===== src/rtl/ysyx_22050019_arb_pkg.sv =====
// Shared definitions for the IFU/LSU AXI4-Lite read arbiter: FSM state
// encodings, master identifiers, AXI response codes and a grant helper.
package ysyx_22050019_arb_pkg;

  // Arbiter transaction phases
  typedef enum logic [1:0] {
    ARB_IDLE = 2'd0,
    ARB_ADDR = 2'd1,
    ARB_DATA = 2'd2
  } arb_state_e;

  // Master identifiers, also used as the round-robin pointer value
  localparam logic MST_IFU = 1'b0;
  localparam logic MST_LSU = 1'b1;

  // AXI read response codes (forwarded untouched by the arbiter)
  localparam logic [1:0] AXI_RESP_OKAY   = 2'b00;
  localparam logic [1:0] AXI_RESP_SLVERR = 2'b10;
  localparam logic [1:0] AXI_RESP_DECERR = 2'b11;

  // One-hot grant vector {lsu, ifu} for a given master id
  function automatic logic [1:0] mst_onehot(input logic id);
    return id ? 2'b10 : 2'b01;
  endfunction

endpackage


===== src/rtl/ysyx_22050019_arb_pick.sv =====
// Combinational winner selection for the two-master read arbiter.
// Build option YSYX_22050019_ARB_RR_EN: when defined, contention is
// resolved by the round-robin pointer; otherwise LSU always beats IFU.
// A lone requester always wins in either mode.
module ysyx_22050019_arb_pick
  import ysyx_22050019_arb_pkg::*;
(
  input  logic       req_ifu_i,
  input  logic       req_lsu_i,
  input  logic       ptr_i,
  output logic [1:0] gnt_o
);

`ifdef YSYX_22050019_ARB_RR_EN
  // Round-robin: the pointed-to master wins when both request
  always_comb begin
    gnt_o = 2'b00;
    if (req_ifu_i && req_lsu_i) begin
      gnt_o = mst_onehot(ptr_i);
    end else if (req_lsu_i) begin
      gnt_o = mst_onehot(MST_LSU);
    end else if (req_ifu_i) begin
      gnt_o = mst_onehot(MST_IFU);
    end
  end
`else
  // Pointer has no meaning with fixed priority
  logic unused_ptr;
  assign unused_ptr = ptr_i;

  // Fixed priority: the load path must progress because the pipeline
  // stalls instruction fetch behind it
  always_comb begin
    gnt_o = 2'b00;
    if (req_lsu_i) begin
      gnt_o = mst_onehot(MST_LSU);
    end else if (req_ifu_i) begin
      gnt_o = mst_onehot(MST_IFU);
    end
  end
`endif

endmodule


===== src/rtl/ysyx_22050019_axi_rd_arb.sv =====
// Two-master (IFU, LSU) to one-slave AXI4-Lite read-channel arbiter.
// One transaction in flight; the grant is held from AR acceptance until
// the R handshake. AR towards the slave is registered, R is passed
// through combinationally to the owner (the slave must hold R stable
// while the owner stalls).
// Build option YSYX_22050019_ARB_RR_EN selects round-robin arbitration
// instead of the default fixed LSU > IFU priority.
// Note: rst_n is an asynchronous, ACTIVE-HIGH reset despite its name.
module ysyx_22050019_axi_rd_arb
  import ysyx_22050019_arb_pkg::*;
#(
  parameter int ADDR_W = 64,
  parameter int DATA_W = 64
) (
  input  logic              clk,
  input  logic              rst_n,
  // IFU read master
  input  logic [ADDR_W-1:0] ifu_araddr,
  input  logic              ifu_arvalid,
  output logic              ifu_arready,
  output logic [DATA_W-1:0] ifu_rdata,
  output logic [1:0]        ifu_rresp,
  output logic              ifu_rvalid,
  input  logic              ifu_rready,
  // LSU read master
  input  logic [ADDR_W-1:0] lsu_araddr,
  input  logic              lsu_arvalid,
  output logic              lsu_arready,
  output logic [DATA_W-1:0] lsu_rdata,
  output logic [1:0]        lsu_rresp,
  output logic              lsu_rvalid,
  input  logic              lsu_rready,
  // Shared read slave
  output logic [ADDR_W-1:0] s_araddr,
  output logic              s_arvalid,
  input  logic              s_arready,
  input  logic [DATA_W-1:0] s_rdata,
  input  logic [1:0]        s_rresp,
  input  logic              s_rvalid,
  output logic              s_rready,
  // Current owner {lsu, ifu}, zero when idle
  output logic [1:0]        grant_o
);

  arb_state_e        state_q;
  logic [ADDR_W-1:0] s_araddr_q;
  logic              s_arvalid_q;
  logic [1:0]        grant_q;
  logic              ptr_q;

  logic [1:0]        pick_gnt;
  logic              in_idle;
  logic              in_data;
  logic              owner_lsu;
  logic              owner_ifu;
  logic              r_hs;

  // Outputs are gated by reset so no handshake is offered while it is held
  assign in_idle   = (state_q == ARB_IDLE) && !rst_n;
  assign in_data   = (state_q == ARB_DATA) && !rst_n;
  assign owner_lsu = grant_q[1];
  assign owner_ifu = grant_q[0];

  ysyx_22050019_arb_pick u_pick (
    .req_ifu_i (ifu_arvalid),
    .req_lsu_i (lsu_arvalid),
    .ptr_i     (ptr_q),
    .gnt_o     (pick_gnt)
  );

  // AR acceptance only in IDLE; the winner sees arready in the same cycle
  assign ifu_arready = in_idle && pick_gnt[0];
  assign lsu_arready = in_idle && pick_gnt[1];

  assign s_araddr  = s_araddr_q;
  assign s_arvalid = s_arvalid_q;
  assign grant_o   = grant_q;

  // R channel pass-through to the owner; the non-owner sees all zeros
  always_comb begin
    ifu_rvalid = 1'b0;
    ifu_rdata  = '0;
    ifu_rresp  = 2'b00;
    lsu_rvalid = 1'b0;
    lsu_rdata  = '0;
    lsu_rresp  = 2'b00;
    s_rready   = 1'b0;
    if (in_data) begin
      if (owner_lsu) begin
        lsu_rvalid = s_rvalid;
        lsu_rdata  = s_rdata;
        lsu_rresp  = s_rresp;
        s_rready   = lsu_rready;
      end else if (owner_ifu) begin
        ifu_rvalid = s_rvalid;
        ifu_rdata  = s_rdata;
        ifu_rresp  = s_rresp;
        s_rready   = ifu_rready;
      end
    end
  end

  assign r_hs = in_data && s_rvalid && s_rready;

  // Transaction FSM with registered AR outputs and grant
  always_ff @(posedge clk or posedge rst_n) begin
    if (rst_n) begin
      state_q     <= ARB_IDLE;
      s_araddr_q  <= '0;
      s_arvalid_q <= 1'b0;
      grant_q     <= 2'b00;
    end else begin
      case (state_q)
        ARB_IDLE: begin
          if (|pick_gnt) begin
            s_araddr_q  <= pick_gnt[1] ? lsu_araddr : ifu_araddr;
            grant_q     <= pick_gnt;
            s_arvalid_q <= 1'b1;
            state_q     <= ARB_ADDR;
          end
        end
        ARB_ADDR: begin
          if (s_arready) begin
            s_arvalid_q <= 1'b0;
            state_q     <= ARB_DATA;
          end
        end
        ARB_DATA: begin
          if (r_hs) begin
            grant_q <= 2'b00;
            state_q <= ARB_IDLE;
          end
        end
        default: begin
          s_arvalid_q <= 1'b0;
          grant_q     <= 2'b00;
          state_q     <= ARB_IDLE;
        end
      endcase
    end
  end

`ifdef YSYX_22050019_ARB_RR_EN
  // After each completed read, priority passes to the other master
  always_ff @(posedge clk or posedge rst_n) begin
    if (rst_n) begin
      ptr_q <= MST_LSU;
    end else if (r_hs) begin
      ptr_q <= owner_lsu ? MST_IFU : MST_LSU;
    end
  end
`else
  assign ptr_q = MST_LSU;
`endif

endmodule


===== config.mk =====
export PLATFORM = sky130hd
export DESIGN_NAME = ysyx_22050019_axi_rd_arb
export DESIGN_NICKNAME = d
export VERILOG_FILES = /design/src/rtl/ysyx_22050019_arb_pkg.sv /design/src/rtl/ysyx_22050019_arb_pick.sv /design/src/rtl/ysyx_22050019_axi_rd_arb.sv
export SDC_FILE = /design/constraint.sdc
export NUM_CORES = 1
export LEC_CHECK = 0
export CORE_AREA = 2 2 160 162
export CTS_BUF_LIST = sky130_fd_sc_hd__clkbuf_4 sky130_fd_sc_hd__clkbuf_8
export CTS_CLUSTER_DIAMETER = 80
export CTS_CLUSTER_SIZE = 30
export DETAILED_ROUTE_END_ITERATION = 12
export DIE_AREA = 0 0 162 164
export PLACE_DENSITY = 0.55
export SLEW_MARGIN = 20
export SYNTH_ARGS = -nofsm -noshare
export SYNTH_HDL_FRONTEND = slang
export SYNTH_SLANG_ARGS = --single-unit

===== constraint.sdc =====
create_clock -name clk -period 2.45 [get_ports clk]
set_clock_uncertainty 0.1 [all_clocks]
set_input_delay 0.3675 -clock clk [delete_from_list [all_inputs] [get_ports clk]]
set_output_delay 0.3675 -clock clk [all_outputs]
set_load 0.02 [all_outputs]

==> reports/results.ini <==
[power]
ir_worst_vdd_mv = 0.4885
internal_power_mw = 4.359
sw_frac_of_total_pct = 40.04
p_clk_share_pct = 13.7
power_leakage_nw = 4.110
seqPwrFrac_pct = 27.6
p_comb_share_pct = 58.8
switchingPower_mw = 2.911
p_per_area_mw_per_mm2 = 831.8

[die]
fp.dieH_um = 164
fp.coreArea_sq_mm = 0.02482
ios = 406
start_util_pct = 17.83
fp.dieArea_sq_mm = 0.02657
dieWidth_um = 162
rows = 58

[synthesis]
synth_cells = 418
synth_area_per_cell_sq_um = 10.59
ys_ff_latch = 69
synth_area_sq_mm = 0.004425
yosys_warnings = 0
syn_nets = 620
yosysSeqAreaShare_pct = 39.02
ys_types = 31

[clock_network]
clock_latency_ps = 350
cts_tree = built
clock-root-buffer = clkbuf_8
clk_pin_slew_worst_paths_ps = 80
cts_buffer_depth = 2
clock_sinks = 69
cts.htree.levels = 3
cts_made_buffers = 9

[sta]
max_freq_mhz = 419.6
slew_violations = 0
worstMarginPinSlew_ps = 957.8
max-slew-margin-rel_pct = 36.15
setup_slack_ps = 66.87
hold_viol = 0
fin_crit_sh_pct = 97.27
finalCriticalPeriod_ps = 2383
setup_viol = 0
rsz0062_at_grt = true

[critical_path]
worst_setup_path_start_kind = flip-flop
cp_max_fo = 56
required_ps = 1980
crit_arrival_ps = 1920
cpPeakStageDelay_ps = 380
cpMaxStageDelayCell = dfrtp_1
worst-setup-path-type = reg -> out
cp_top_family = buffers and inverters
endpoint_kind = output port
critPathBufInv = 3
crit_chain = buf_4 > nor3b_4 > buf_12 > and3_1 > clkdlybuf4s15_1

[global_route]
grt_pass1_wl_um = 30620
grt_usage_pct = 15.34
grt_pass1_vias = 4945
antenna_found_initial = 3
grt-ovfl-total = 0
grt_max_degree = 70

[place]
place.gp.congestion = 0.7607
dp_slack_ps = -418.3
place_area_sq_mm = 0.008837
dp_hpwl_um = 16440
port_buffers = 405

[flow_run]
maxCapViolations = 0

[detailed_routing]
viasPerCell = 4.137
drt_iter0_drc = 200
route.vias.total = 4782
wire_per_inst_um = 18.87
firstDrtPassIters = 4
antenna_left = 0
drc = 0
totalWireLength_um = 21810

[finish]
area_growth_pct = 97.48
fin_nets = 1021
final_area_sq_mm = 0.008740
layout-drive-gt1-share_pct = 30.58

[run_status]
status = completed

[worst_hold_path]
worstHoldPathType = reg -> reg

layout by cell type, fill, tap and decap left out, types with 2 or more instances in the layout:
master	netlist	final
a21oi_1	2	2
and2_1	67	64
and2_4	0	3
and3_1	68	68
buf_12	0	6
buf_16	0	2
buf_2	3	43
buf_4	2	36
buf_6	12	4
clkbuf_16	0	3
clkbuf_2	2	43
clkbuf_8	0	10
clkdlybuf4s15_1	0	11
clkdlybuf4s50_1	0	266
clkinv_2	0	3
clkinv_4	0	2
dfrtp_1	69	68
diode_2	0	2
dlygate4sd2_1	0	12
dlymetal6s2s_1	0	3
mux2_1	12	12
mux2_2	88	88
mux2i_1	14	14
nand2_1	7	7
nand2b_1	3	3
nor2_1	4	4
nor2_4	1	2
o21ai_0	29	29
o22ai_1	2	2
stage by stage:
| stage | total power, mW | setup TNS, ps | utilization, % | hold slack, ps | std cells |
|---|---|---|---|---|---|
| final | 7.270 | 0 | 35.21 | 389.3 | 1156 |
| after global routing | 7.733 | -43.72 | 35.20 | 402.7 | 1155 |
| after CTS | 7.389 | -46.41 | 35.47 | 391.1 | 1151 |
| after detailed placement | 6.373 | -40240 | 35.61 | 369.6 | 1131 |
| after global placement | 6.368 | -39780 | 35.61 | 360.7 | 1131 |
| after floorplan | 4.238 | 0 | - | 419.3 | 418 |
worst min-delay path: stages (launching register included):
cell	delay [ps]
dfrtp_1	350
nand2_1	50
nand2_1	60
area by class of cell:
cell class,instances,area [sq um]
clock buffer,10,137.6
clock inverter,6,62.56
inverter,1,7.507
antenna,2,5.005
timing repair buffer,430,3926
fill,2640,16080
sequential,69,1728
tap,330,412.9
multi-input combinational,308,2460
sequential cells by signal (all words and copies together), names as in the netlist:
signal,count
state_q,2
grant_o,2
s_arvalid,1
s_araddr,64
cell usage after synthesis, drive strengths merged:
master	number	area, sq um
a21oi	2	10.01
a41o	1	10.01
and2	67	419.2
and3	68	425.4
buf	18	168.9
clkbuf	22	85.08
dfrtp	69	1727
inv	1	3.750
mux2	100	1126
mux2i	14	140.1
nand2	7	26.28
nand2b	3	18.77
nand3	1	5.000
nand3b	1	7.510
nand4bb	1	11.26
nor2	6	32.53
nor3	1	5.000
nor3b	1	18.77
o211ai	1	7.510
o21ai	30	150.1
o22ai	2	12.51
or2	1	6.260
or3b	1	8.760
worst paths after layout:
check | cells past startpoint | endpoint | startpoint | slack (ps)
worst max-delay path | 5 | lsu_rresp[0] | state_q[0] | 70
worst min-delay path | 2 | s_arvalid | s_arvalid | 390
worst max register to register | 5 | s_araddr[5] | state_q[1] | 560
worst min register to register | 2 | s_arvalid | s_arvalid | 390
max in group asynchronous | 4 | s_araddr[3] | rst_n | 1190
min in group asynchronous | 4 | grant_o[1] | rst_n | 400
power by group through the flow:
stage                     Sequential, mW  Combinational (mW)  Clock (mW)
after CTS                           2.01                4.32        1.05
after floorplan                     2.71                1.53           0
final                               2.00                4.27       0.994
after global routing                2.08                4.55        1.09
after global placement              2.00                4.37           0
after detailed placement            2.02                4.35           0
metal layers:
layer,track usage [%],wire length [um],vias up
li1,-,-,2266
met3,5.707,2176,21
met2,27.23,10840,257
met4,4.465,427,2
met5,0,8,-
met1,17.17,8357,2236
kinds of logic (layout without fill, tap and decap cells):
family	after synthesis	count (layout)	share of synthesized area (%)
buffers and inverters	41	447	5.824
flip-flops	69	69	39.02
other	0	2	0
multiplexers	114	114	28.61
AND/OR/NAND/NOR	158	158	22.25
AO/OA/AOI/OAI	36	36	4.297
what timing repair did:
item,CTS,global route
gates cloned,2,3
hold buffers,0,0
gates resized for setup,322,139
endpoints found under the setup margin,131,89
buffers inserted,2,0
pin swaps,1,2
Note: power is estimated with default switching activity, not from simulation.
